$ cat src/rtl/lpc_frame_ctrl.sv
// LPC frame controller: writes incoming samples into one of two buffer banks and
// hands each completed frame to the analysis datapath. Includes a small register block.
module lpc_frame_ctrl #(
    parameter int FRAME_DEFAULT = 240,
    parameter int MAX_FRAME     = 512
) (
    input  logic        clk,
    input  logic        rst,
    input  logic [15:0] x,
    input  logic        v,
    output logic        buf_we,
    output logic [9:0]  buf_addr,
    output logic [15:0] buf_data,
    output logic        start,
    output logic        proc_bank,
    input  logic        done,
    output logic        frame_ready,
    input  logic [15:0] address,
    input  logic        read,
    input  logic        write,
    input  logic [15:0] writedata,
    output logic [15:0] readdata
);
    localparam int CNT_W = 9;
    localparam int LEN_W = 10;

    localparam logic [15:0] ADDR_FRAME_LEN  = 16'd0;
    localparam logic [15:0] ADDR_CTRL       = 16'd1;
    localparam logic [15:0] ADDR_STATUS     = 16'd2;
    localparam logic [15:0] ADDR_FRAME_CNT  = 16'd3;
    localparam logic [15:0] ADDR_SAMPLE_CNT = 16'd4;

    typedef enum logic {C_IDLE, C_FILL} coll_state_e;
    typedef enum logic {P_IDLE, P_BUSY} proc_state_e;

    coll_state_e      coll_state_q, coll_state_d;
    proc_state_e      proc_state_q, proc_state_d;
    logic [LEN_W-1:0] frame_len_q, frame_len_d;
    logic [LEN_W-1:0] len_shadow_q, len_shadow_d;
    logic             enable_q, enable_d;
    logic             overrun_q, overrun_d;
    logic [15:0]      frame_cnt_q, frame_cnt_d;
    logic [CNT_W-1:0] sample_cnt_q, sample_cnt_d;
    logic             wr_bank_q, wr_bank_d;
    logic             proc_bank_q, proc_bank_d;
    logic             start_q, start_d;
    logic             frame_ready_q, frame_ready_d;
    logic [15:0]      readdata_q, readdata_d;

    logic wr_len, wr_ctrl, len_legal;
    logic sample_acc, boundary, done_acc, proc_free, launch, overrun_set;

    // NOTE: every signal driven in an always_comb gets a default first, so no path infers a latch.
    always_comb begin
        wr_len      = write && (address == ADDR_FRAME_LEN);
        wr_ctrl     = write && (address == ADDR_CTRL);
        len_legal   = (writedata != 16'd0) && (writedata <= 16'(MAX_FRAME));
        sample_acc  = v && !rst && (coll_state_q == C_FILL);
        boundary    = sample_acc && ({1'b0, sample_cnt_q} == frame_len_q - LEN_W'(1));
        done_acc    = done && (proc_state_q == P_BUSY);
        // A done in the boundary cycle frees the processor in time for the new frame.
        proc_free   = (proc_state_q == P_IDLE) || done_acc;
        launch      = boundary && proc_free;
        overrun_set = boundary && !proc_free;
    end

    // Collector: sample counter, write bank and frame length.
    always_comb begin
        coll_state_d = coll_state_q;
        sample_cnt_d = sample_cnt_q;
        wr_bank_d    = wr_bank_q;
        frame_len_d  = frame_len_q;
        len_shadow_d = len_shadow_q;

        if (wr_len && len_legal) begin
            len_shadow_d = writedata[LEN_W-1:0];
        end
        if (sample_acc) begin
            sample_cnt_d = boundary ? '0 : sample_cnt_q + CNT_W'(1);
        end
        if (launch) begin
            wr_bank_d = ~wr_bank_q;
        end
        if (boundary || (coll_state_q == C_IDLE)) begin
            frame_len_d = len_shadow_q;
        end

        case (coll_state_q)
            C_IDLE: begin
                if (enable_q) begin
                    coll_state_d = C_FILL;
                end
            end
            C_FILL: begin
                if (!enable_q) begin
                    coll_state_d = C_IDLE;
                    sample_cnt_d = '0;
                end
            end
            default: coll_state_d = C_IDLE;
        endcase
    end

    // Processor handshake: done retires the current frame before a launch claims the datapath.
    always_comb begin
        proc_state_d  = proc_state_q;
        proc_bank_d   = proc_bank_q;
        frame_cnt_d   = frame_cnt_q;
        start_d       = 1'b0;
        frame_ready_d = 1'b0;

        if (done_acc) begin
            proc_state_d  = P_IDLE;
            frame_cnt_d   = frame_cnt_q + 16'd1;
            frame_ready_d = 1'b1;
        end
        if (launch) begin
            proc_state_d = P_BUSY;
            proc_bank_d  = wr_bank_q;
            start_d      = 1'b1;
        end
    end

    // Register block; an overrun in the same cycle as a clear wins.
    always_comb begin
        enable_d   = enable_q;
        overrun_d  = overrun_q;
        readdata_d = readdata_q;

        if (wr_ctrl) begin
            enable_d = writedata[0];
            if (writedata[1]) begin
                overrun_d = 1'b0;
            end
        end
        if (overrun_set) begin
            overrun_d = 1'b1;
        end

        if (read) begin
            case (address)
                ADDR_FRAME_LEN:  readdata_d = 16'(len_shadow_q);
                ADDR_CTRL:       readdata_d = {15'd0, enable_q};
                ADDR_STATUS:     readdata_d = {12'd0, (coll_state_q == C_FILL), wr_bank_q,
                                               overrun_q, (proc_state_q == P_BUSY)};
                ADDR_FRAME_CNT:  readdata_d = frame_cnt_q;
                ADDR_SAMPLE_CNT: readdata_d = 16'(sample_cnt_q);
                default:         readdata_d = 16'd0;
            endcase
        end
    end

    // NOTE: non-blocking assignments so every flop samples pre-edge values and updates together.
    always_ff @(posedge clk) begin
        if (rst) begin
            coll_state_q  <= C_IDLE;
            proc_state_q  <= P_IDLE;
            frame_len_q   <= LEN_W'(FRAME_DEFAULT);
            len_shadow_q  <= LEN_W'(FRAME_DEFAULT);
            enable_q      <= 1'b1;
            overrun_q     <= 1'b0;
            frame_cnt_q   <= '0;
            sample_cnt_q  <= '0;
            wr_bank_q     <= 1'b0;
            proc_bank_q   <= 1'b0;
            start_q       <= 1'b0;
            frame_ready_q <= 1'b0;
            readdata_q    <= '0;
        end else begin
            coll_state_q  <= coll_state_d;
            proc_state_q  <= proc_state_d;
            frame_len_q   <= frame_len_d;
            len_shadow_q  <= len_shadow_d;
            enable_q      <= enable_d;
            overrun_q     <= overrun_d;
            frame_cnt_q   <= frame_cnt_d;
            sample_cnt_q  <= sample_cnt_d;
            wr_bank_q     <= wr_bank_d;
            proc_bank_q   <= proc_bank_d;
            start_q       <= start_d;
            frame_ready_q <= frame_ready_d;
            readdata_q    <= readdata_d;
        end
    end

    assign buf_we      = sample_acc;
    assign buf_addr    = sample_acc ? {wr_bank_q, sample_cnt_q} : '0;
    assign buf_data    = sample_acc ? x : '0;
    assign start       = start_q;
    assign proc_bank   = proc_bank_q;
    assign frame_ready = frame_ready_q;
    assign readdata    = readdata_q;

endmodule

$ cat config.mk
export PLATFORM = sky130hd
export DESIGN_NAME = lpc_frame_ctrl
export DESIGN_NICKNAME = d
export VERILOG_FILES = /design/src/rtl/lpc_frame_ctrl.sv
export SDC_FILE = /design/constraint.sdc
export NUM_CORES = 1
export LEC_CHECK = 0
export BUFFER_PORTS_ARGS = -buffer_cell sky130_fd_sc_hd__buf_2
export CORE_MARGIN = 4
export CORE_UTILIZATION = 56
export DETAILED_ROUTE_END_ITERATION = 10
export GPL_ROUTABILITY_DRIVEN = 1
export PLACE_DENSITY = 0.95
export REMOVE_ABC_BUFFERS = 1
export SYNTH_ARGS = -nofsm -noshare
export SYNTH_HDL_FRONTEND = slang
export SYNTH_SLANG_ARGS = --single-unit
export TNS_END_PERCENT = 1
$ cat constraint.sdc
create_clock -name clk -period 4.9 [get_ports clk]
set_input_delay 0.49 -clock clk [delete_from_list [all_inputs] [get_ports clk]]
set_output_delay 0.49 -clock clk [all_outputs]
set_load 0.01 [all_outputs]
[Yosys cells after proc, flatten, opt, wreduce, memory -nomap -nowiden]
Index checks and enable logic that the tools add are counted.
Word-level totals
  register bits: 69
  input bits: 54
  output and inout bits: 46
  word-level logic and storage cells: 60
Cells by class
  add/subtract/negate cells: 3
  $lt $le $gt $ge: 1
  equality and inequality tests: 5
  mux-type cells: 15
  bitwise gates (word level): 3
  reduce and logical (&&, ||, !) cells: 20
Operator list (count)
  one-hot mux 16 bit (5 select lines): 1
  2-to-1 mux 9 bit: 4
  equality test 16 x 2 -> 1 bit, second input constant: 2
  adder 16 x 1 -> 16 bit, second input constant: 1
  equality test 16 x 1 -> 1 bit, second input constant: 1
  equality test 16 x 3 -> 1 bit, second input constant: 1
  less-or-equal comparator 16 x 10 -> 1 bit, second input constant: 1
  logical NOT 16 bit: 1
  2-to-1 mux 16 bit: 1
  nonzero test 16 bit: 1
  equality test 9 x 10 -> 1 bit: 1
  logical AND 1 bit: 10
  2-to-1 mux 10 bit: 1
  subtractor 10 x 1 -> 10 bit, second input constant: 1
  adder 9 x 1 -> 9 bit, second input constant: 1
  2-to-1 mux 1 bit: 8
  nonzero test 2 bit: 3
  NOT 1 bit: 3
  logical NOT 1 bit: 2
  logical OR 1 bit: 2
  AND reduction 2 bit: 1

[Depth between registers and ports, before layout]
Gate-level depths: netlist (run 1).
  depth in word-level cells: 8
  depth in mapped cells: 12
  depth with buffers taken out: 9

[Worst setup path after synthesis (run 1)]
No wires, ideal clock.
  path type: reg-to-reg
  start: register frame_len_q[0]
  end: register frame_len_q[3]
  library setup time: 128 ps
  arrival time: 2169 ps
  required time: 4772 ps
  slack: 2603 ps
  stages on the path, launching flop included: 13
  path buffers: 3
  clock period less this slack: 2297 ps
  path through: dfxtp_1 -> inv_1 -> ha_1 -> clkbuf_1 -> o21ba_1 -> a221oi_1 -> a41oi_1 -> nor3_2 -> a41o_1 -> buf_6 -> buf_12 -> mux2i_1 -> nor2_1
On the way
  cells in the longest elaborated chain, start to end: 4
RTL lines
  from (decl): line 38  | logic [LEN_W-1:0] frame_len_q, frame_len_d;
  from (signal assigned): line 158  | frame_len_q <= LEN_W'(FRAME_DEFAULT);
  from (signal assigned): line 172  | frame_len_q <= frame_len_d;
  subtractor 10 x 1 -> 10 bit: line 59  | boundary = sample_acc && ({1'b0, sample_cnt_q} == frame_len_q - LEN_W'(1));
  equality test 9 x 10 -> 1 bit: line 59
  logical AND 1 bit: line 59
  logical OR 1 bit: line 84  | if (boundary || (coll_state_q == C_IDLE)) begin
Every way passes these cells.
A chain may end at the register's enable or synchronous reset.

[Final worst setup path (run 1)]
Ends and elaborated chain as after synthesis.

==> impl_metrics.py, run 1 <==
metrics = {
    "clock_network": {
        "clk_pin_slew_worst_paths_ns": 0.07,
        "root_buffer": "clkbuf_8",
        "hold_buffers": 0,
        "cts_made_buffers": 9,
        "clkLatencyLatePin_ns": 0.34,
        "htreeDepth": 3,
        "post_cts_buffers": 0,
        "cts.sink_count": 69,
        "cts_resized": 0,
        "cts_buffer_depth": 2,
        "cts_tree": "done",
    },
    "global_route": {
        "gr-total-overflow": 0,
        "grt_pass1_wl_um": 14100,
        "grt_pass1_vias": 3133,
        "antenna_found_initial": 0,
        "grt_max_degree": 60,
        "grt.total_usage": 0.238,
    },
    "placed_design": {
        "post-dp-hpwl_um": 6680,
        "place_area_um2": 3970,
        "io_buffers": 99,
        "gp_congestion": 0.872,
    },
    "drt": {
        "avgViaCountPerCell": 5.72,
        "wl_per_cell_um": 15.5,
        "via_count": 3317,
        "wl_met1_um": 3450,
        "route.met3.wl_um": 832,
        "ant_nets": 0,
        "wl_um": 9000,
        "dr.max_layer_used": "met4",
        "wl_met2_um": 4510,
        "first_pass_iters": 5,
        "drt_iter0_markers": 203,
        "remaining_drc_errors": 0,
    },
    "worst_setup_path": {
        "critPathLaunch": "frame_len_q[0]$_SDFFE_PP0P_",
        "crit_path_max_fanout": 14,
        "cp_num_cells": 9,
        "cp_slowest_cell": "a41o_1",
        "critical_path.top_delay_family": "compound AO/OA/AOI/OAI gates",
        "regToRegSetupSlack_ns": 2.24,
        "endpoint_kind": "flip-flop",
        "ff2ff_path_depth": 9,
        "critPathCapture": "frame_len_q[3]$_SDFFE_PP0P_",
        "worstPathRequired_ns": 5.11,
        "path_cells": "inv_1, ha_1, o21ba_1, a221oi_1, a41oi_1, nor3_2, a41o_1, mux2i_1, nor2_1",
        "max_stage_delay_ns": 0.60,
        "worst_ep_arrival_time_ns": 2.87,
        "worst_setup_path_start_kind": "flip-flop",
        "path_buf_inv": 1,
        "reg2reg_to": "frame_len_q[3]$_SDFFE_PP0P_",
        "path_class": "reg -> reg",
        "regToRegStartpoint": "frame_len_q[0]$_SDFFE_PP0P_",
    },
    "logic_synthesis": {
        "synth.most_common_cell": "nor2_1",
        "netlist.area_leader.share": 0.397,
        "async_flop_share": 0,
        "synth-seq-cells": 69,
        "ys_seq_area_frac": 0.397,
        "yosys_warnings": 0,
        "syn_avg_cell_area_um2": 8.44,
        "synth_cell_types": 51,
        "synth_area_um2": 3480,
        "syn_inst": 412,
        "yosysTopAreaCell": "dfxtp_1",
        "synth_common_cells": "nor2_1 (74), dfxtp_1 (69), and2_1 (27)",
        "ys.flop_type": "dfxtp_1",
        "yosys-top-cells-area": "dfxtp_1 (40%), nor2_1 (8.0%), xor2_1 (5.0%)",
        "synth-edff-count": 0,
    },
    "cells_and_area": {
        "num-nets-final": 558,
        "drive_gt1_frac": 0.250,
        "area_growth_pct": 18.7,
        "antenna_cells": 0,
        "fin_area_um2": 4130,
        "fillers": 489,
    },
    "power": {
        "vdd_drop_max_mv": 0.197,
        "powerDensity_nw_per_um2": 250,
        "combPwrFrac": 0.068,
        "total_power_mw": 1.03,
        "p_seq_frac": 0.548,
        "sw_frac_of_total": 0.237,
        "power_leakage_nw": 1.90,
        "p_switching_mw": 0.244,
        "clock_power_share": 0.385,
        "power.internal_mw": 0.785,
    },
    "worst_hold_path": {
        "hold_class": "in -> reg",
    },
    "floorplan": {
        "ios": 100,
        "start_util": 0.584,
        "die-height_um": 86.8,
        "die-area_um2": 7530,
        "die_w_um": 86.8,
        "core_area_um2": 5960,
        "fp-row-count": 28,
    },
    "job": {
        "cap_violations": 0,
    },
    "sta": {
        "slew_headroom": 0.490,
        "finClkSkew_ns": 0.00859,
        "hold_viol": 0,
        "worst_slew_pin_slew_ns": 0.762,
        "drv_slew": 0,
        "fmax_mhz": 376,
        "setup-violations-final": 0,
        "period_share": 0.542,
        "setup_tns_ns": 0,
        "timing.final.crit_period_ns": 2.66,
        "rsz0062_at_grt": "false",
    },
    "outcome": {
        "status": "complete, no violations",
    },
}
[through the flow]
step / cells / hold slack, ns / setup WS (ns) / util
6_report: 580 / 0.393 / 2.24 / 0.693
5_1_grt: 580 / 0.396 / 2.03 / 0.693
4_1_cts: 580 / 0.388 / 2.27 / 0.693
3_5_place_dp: 565 / 0.439 / 2.25 / 0.666
3_3_place_gp: 565 / 0.443 / 2.32 / 0.666
2_1_floorplan: 390 / 0.443 / 2.58 / -
[flip-flops by register name, summed over array words and instances, names as in the netlist]
register	flops
coll_state_q	1
enable_q	1
frame_cnt_q	16
frame_len_q	10
frame_ready	1
len_shadow_q	10
overrun_q	1
proc_bank	1
proc_state_q	1
readdata	16
sample_cnt_q	9
start	1
wr_bank_q	1
[power by group through the flow]
stage               clock network, mW  registers, mW  logic, mW
finish                          0.396          0.564     0.0697
global placement                    0          0.577     0.0671
CTS                             0.401          0.564     0.0693
floorplan                           0          0.576     0.0254
detailed placement                  0          0.577     0.0689
global route                    0.427          0.564     0.0757
[cell type report]
class	instances	area, um^2	area share
well taps	75	93.8	0.0227
flip-flops and latches	69	1380	0.335
clock inverters	2	10.0	0.00243
inverters	14	52.6	0.0127
repair buffers	100	503	0.122
multi-input cells	307	1940	0.469
clock buffers	13	149	0.0361
[how the worst min path moves through the flow]
| stage | start | endpoint | slack, ns | cells after the start |
|---|---|---|---|---|
| after floorplan | enable_q$_SDFFE_PP1P_ | coll_state_q$_SDFF_PP0_ | 0.44 | 2 |
| after global placement | readdata[2]$_SDFFE_PP0P_ | readdata[2]$_SDFFE_PP0P_ | 0.44 | 2 |
| after detailed placement | readdata[1]$_SDFFE_PP0P_ | readdata[1]$_SDFFE_PP0P_ | 0.44 | 2 |
| after CTS | writedata[7] | len_shadow_q[7]$_SDFFE_PP1P_ | 0.39 | 3 |
| after global routing | writedata[7] | len_shadow_q[7]$_SDFFE_PP1P_ | 0.40 | 3 |
| final | writedata[7] | len_shadow_q[7]$_SDFFE_PP1P_ | 0.39 | 3 |
[worst register-to-register path, stage by stage, from the launching register on]
cell      delay [ns]
dfxtp_1         0.43
inv_1           0.07
ha_1            0.30
o21ba_1         0.21
a221oi_1        0.28
a41oi_1         0.08
nor3_2          0.24
a41o_1          0.60
mux2i_1         0.26
nor2_1          0.06
[cells by family (layout without fill, tap and decap cells)]
kind of cell	count (synthesis)	after routing	share of synthesized area
simple gates	196	196	0.287
flops	69	69	0.397
compound gates	54	54	0.106
buf+inv	36	129	0.0457
xor+xnor	30	30	0.0756
mux	24	24	0.0774
fa+ha+maj	3	3	0.0108
[per-layer routing]
| layer | up-vias | track usage |
|---|---|---|
| li1 | 1599 | - |
| met4 | 0 | 0.0963 |
| met3 | 22 | 0.0646 |
| met1 | 1544 | 0.268 |
| met2 | 152 | 0.420 |
| met5 | - | 0 |
[placed cells by master (no fill, tap or decap), types with 3 or more instances in the layout]
cell type,synthesis,final
nand3_1,21,21
nand4_1,10,10
clkbuf_1,16,3
a21oi_1,19,19
nor2b_1,6,6
xor2_1,20,20
nor3_1,10,10
a222oi_1,5,5
inv_1,14,14
a211o_1,3,3
xnor2_1,10,10
nor4_1,5,5
mux2_2,5,5
a22oi_1,6,6
buf_2,0,99
nand2_1,21,21
nor2_1,74,74
mux2i_1,16,16
ha_1,3,3
o21ai_0,7,7
dfxtp_1,69,69
and3_1,7,7
and2_1,27,27
clkbuf_8,0,10
Note: power is estimated with default switching activity, not from simulation.
==> run 2, diff against run 1 <==
--- a/config.mk
+++ b/config.mk
@@ -7,10 +7,10 @@
 export LEC_CHECK = 0
 export BUFFER_PORTS_ARGS = -buffer_cell sky130_fd_sc_hd__buf_2
 export CORE_MARGIN = 4
-export CORE_UTILIZATION = 56
+export CORE_UTILIZATION = 47
 export DETAILED_ROUTE_END_ITERATION = 10
 export GPL_ROUTABILITY_DRIVEN = 1
-export PLACE_DENSITY = 0.95
+export PLACE_DENSITY = 0.87
 export REMOVE_ABC_BUFFERS = 1
 export SYNTH_ARGS = -nofsm -noshare
 export SYNTH_HDL_FRONTEND = slang
==> constraint.sdc (replaced) <==
create_clock -name clk -period 2.3 [get_ports clk]
set_input_delay 0.23 -clock clk [delete_from_list [all_inputs] [get_ports clk]]
set_output_delay 0.23 -clock clk [all_outputs]
set_load 0.01 [all_outputs]
==> run 2 against run 1 <==
Against the previous run: wire length increased by 11%; highest routed layer unchanged; count of clock-buffer cells in the layout down 3; combinational power increased by 130%; flip-flop and latch count is the same; global-route usage down 1.7 points; cell area up 7.8%; sequential share of layout area decreased by 2.2 points.
==> impl_metrics.py, run 2 (synthesized netlist as in run 1, its figures left out) <==
metrics = {
    "cells_and_area": {
        "area_growth_pct": 28.0,
        "finalCoreUtilization": 0.617,
        "num-nets-final": 578,
        "final_cell_mix": "buf_2 (99), nor2_1 (74), dfxtp_1 (64)",
        "drive_gt1_frac": 0.306,
        "antenna_cells": 0,
        "final_common_cell": "buf_2",
    },
    "worst_setup_path": {
        "crit_path_max_fanout": 12,
        "cp_slowest_cell": "dfxtp_2",
        "max_stage_delay_ns": 0.37,
        "path_class": "reg -> reg",
        "worst_ep_arrival_time_ns": 2.45,
        "path_cells": "nor4_4, buf_4, and3_4, a211oi_1, o31ai_2, a41o_1, buf_12, mux2i_1, nor2_1",
        "worst_setup_path_start_kind": "flip-flop",
        "endpoint_kind": "flip-flop",
        "worstPathRequired_ns": 2.50,
    },
    "sta": {
        "drv_slew": 0,
        "period_share": 0.979,
        "fmax_mhz": 444,
        "worst_slew_pin_slew_ns": 0.570,
        "finClkSkew_ns": 0.00847,
        "hold_viol": 0,
        "rsz0062_at_grt": "true",
        "slew_headroom": 0.620,
        "setup-violations-final": 0,
        "holdWs_ns": 0.149,
        "setup_tns_ns": 0,
        "timing.final.crit_period_ns": 2.25,
    },
    "power": {
        "power_leakage_nw": 2.06,
        "p_switching_mw": 0.570,
        "sw_frac_of_total": 0.223,
        "powerDensity_nw_per_um2": 575,
        "vdd_drop_max_mv": 0.249,
        "clock_power_share": 0.468,
        "power.internal_mw": 1.99,
        "combPwrFrac": 0.064,
        "p_seq_frac": 0.469,
    },
    "drt": {
        "drt_iter0_markers": 268,
        "wl_um": 9960,
        "route.met3.wl_um": 761,
        "avgViaCountPerCell": 5.44,
        "remaining_drc_errors": 0,
        "dr.max_layer_used": "met4",
        "wl_per_cell_um": 15.9,
        "wl_met1_um": 3950,
        "first_pass_iters": 6,
        "wl_met2_um": 5020,
        "ant_nets": 0,
        "via_count": 3398,
    },
    "floorplan": {
        "die-area_um2": 8840,
        "start_util": 0.482,
        "core_area_um2": 7210,
        "fp-row-count": 31,
        "die_w_um": 94.0,
        "ios": 100,
        "die-height_um": 94.0,
    },
    "clock_network": {
        "cts_made_buffers": 9,
        "clkLatencyLatePin_ns": 0.34,
        "hold_buffers": 0,
        "clk_pin_slew_worst_paths_ns": 0.07,
        "cts.sink_count": 69,
        "htreeDepth": 3,
        "root_buffer": "clkbuf_8",
        "cts_tree": "done",
        "cts_buffer_depth": 2,
    },
    "outcome": {
        "status": "complete, no violations",
    },
    "global_route": {
        "grt.total_usage": 0.221,
        "gr-total-overflow": 0,
        "grt_pass1_vias": 3243,
        "grt_max_degree": 60,
        "grt_pass1_wl_um": 15200,
        "antenna_found_initial": 0,
    },
    "placed_design": {
        "gp_congestion": 0.856,
        "post-dp-hpwl_um": 7170,
        "io_buffers": 99,
    },
    "worst_hold_path": {
        "hold_class": "in -> reg",
    },
    "job": {
        "cap_violations": 0,
    },
}
==> run 2: changes by cell type in the layout (fill, tap and decap cells not counted), moves of 2 or more <==
| cell | change |
|---|---|
| buf_4 | +19 |
| dfxtp_1 | -5 |
| dfxtp_2 | +4 |
| bufinv_16 | +3 |
| clkbuf_1 | -2 |
| nor3_1 | -2 |
| nor3_2 | +2 |
==> run 2: final timing paths <==
check | start | endpoint | slack [ns] | depth (start not counted)
setup / recovery | frame_len_q[3]$_SDFFE_PP0P_ | frame_len_q[3]$_SDFFE_PP0P_ | 0.05 | 9
hold / removal | writedata[7] | len_shadow_q[7]$_SDFFE_PP1P_ | 0.15 | 3
setup reg to reg | frame_len_q[3]$_SDFFE_PP0P_ | frame_len_q[3]$_SDFFE_PP0P_ | 0.05 | 9
hold reg to reg | readdata[2]$_SDFFE_PP0P_ | readdata[2]$_SDFFE_PP0P_ | 0.46 | 2
==> run 2: per-stage QoR <==
| step | setup WS (ns) | instances | power, mW | instance area, um^2 |
|---|---|---|---|---|
| after floorplan | -0.0150 | 390 | 1.28 | 3370 |
| after global placement | 0.106 | 602 | 1.38 | 4110 |
| after detailed placement | 0.0279 | 602 | 1.38 | 4110 |
| after CTS | 0.00336 | 620 | 2.57 | 4360 |
| after global routing | -0.0607 | 625 | 2.64 | 4450 |
| final | 0.0478 | 625 | 2.56 | 4450 |
==> run 2: power by group through the flow <==
stage                     Clock (mW)  Sequential [mW]  Combinational [mW]
final                           1.20             1.20               0.163
after global routing            1.27             1.20               0.177
after CTS                       1.21             1.20               0.158
after detailed placement           0             1.23               0.157
after global placement             0             1.23               0.152
after floorplan                    0             1.23              0.0540
==> run 2: area by class of cell <==
cell class                      count  area (um^2)
Clock buffer                       10          128
Clock inverter                      6          111
Fill cell                         612         2770
Inverter                           14         52.6
Multi-Input combinational cell    307         1980
Sequential cell                    69         1390
Tap cell                           99          124
Timing Repair Buffer              120          666
==> run 2: timing repair <==
item | 4_1_cts | 5_1_grt
endpoints found under the hold margin | 0 | 0
gates resized for setup | 2 | 12
setup buffers | 2 | 5
endpoints found under the setup margin | 1 | 20
pin swaps | 2 | 5
==> run 2: routing by layer <==
metal | up-vias | global-route usage
li1 | 1637 | -
met1 | 1574 | 0.255
met2 | 160 | 0.394
met3 | 27 | 0.0481
met4 | 0 | 0.0890
met5 | - | 0
==> run 2: critical path: cells and delay by family (launching register included) <==
kind	cells	cell delay (ns)
AOI/OAI and AO/OA	3	0.68
buffers and inverters	2	0.35
DFF	1	0.37
muxes	1	0.18
and+or+nand+nor	3	0.52
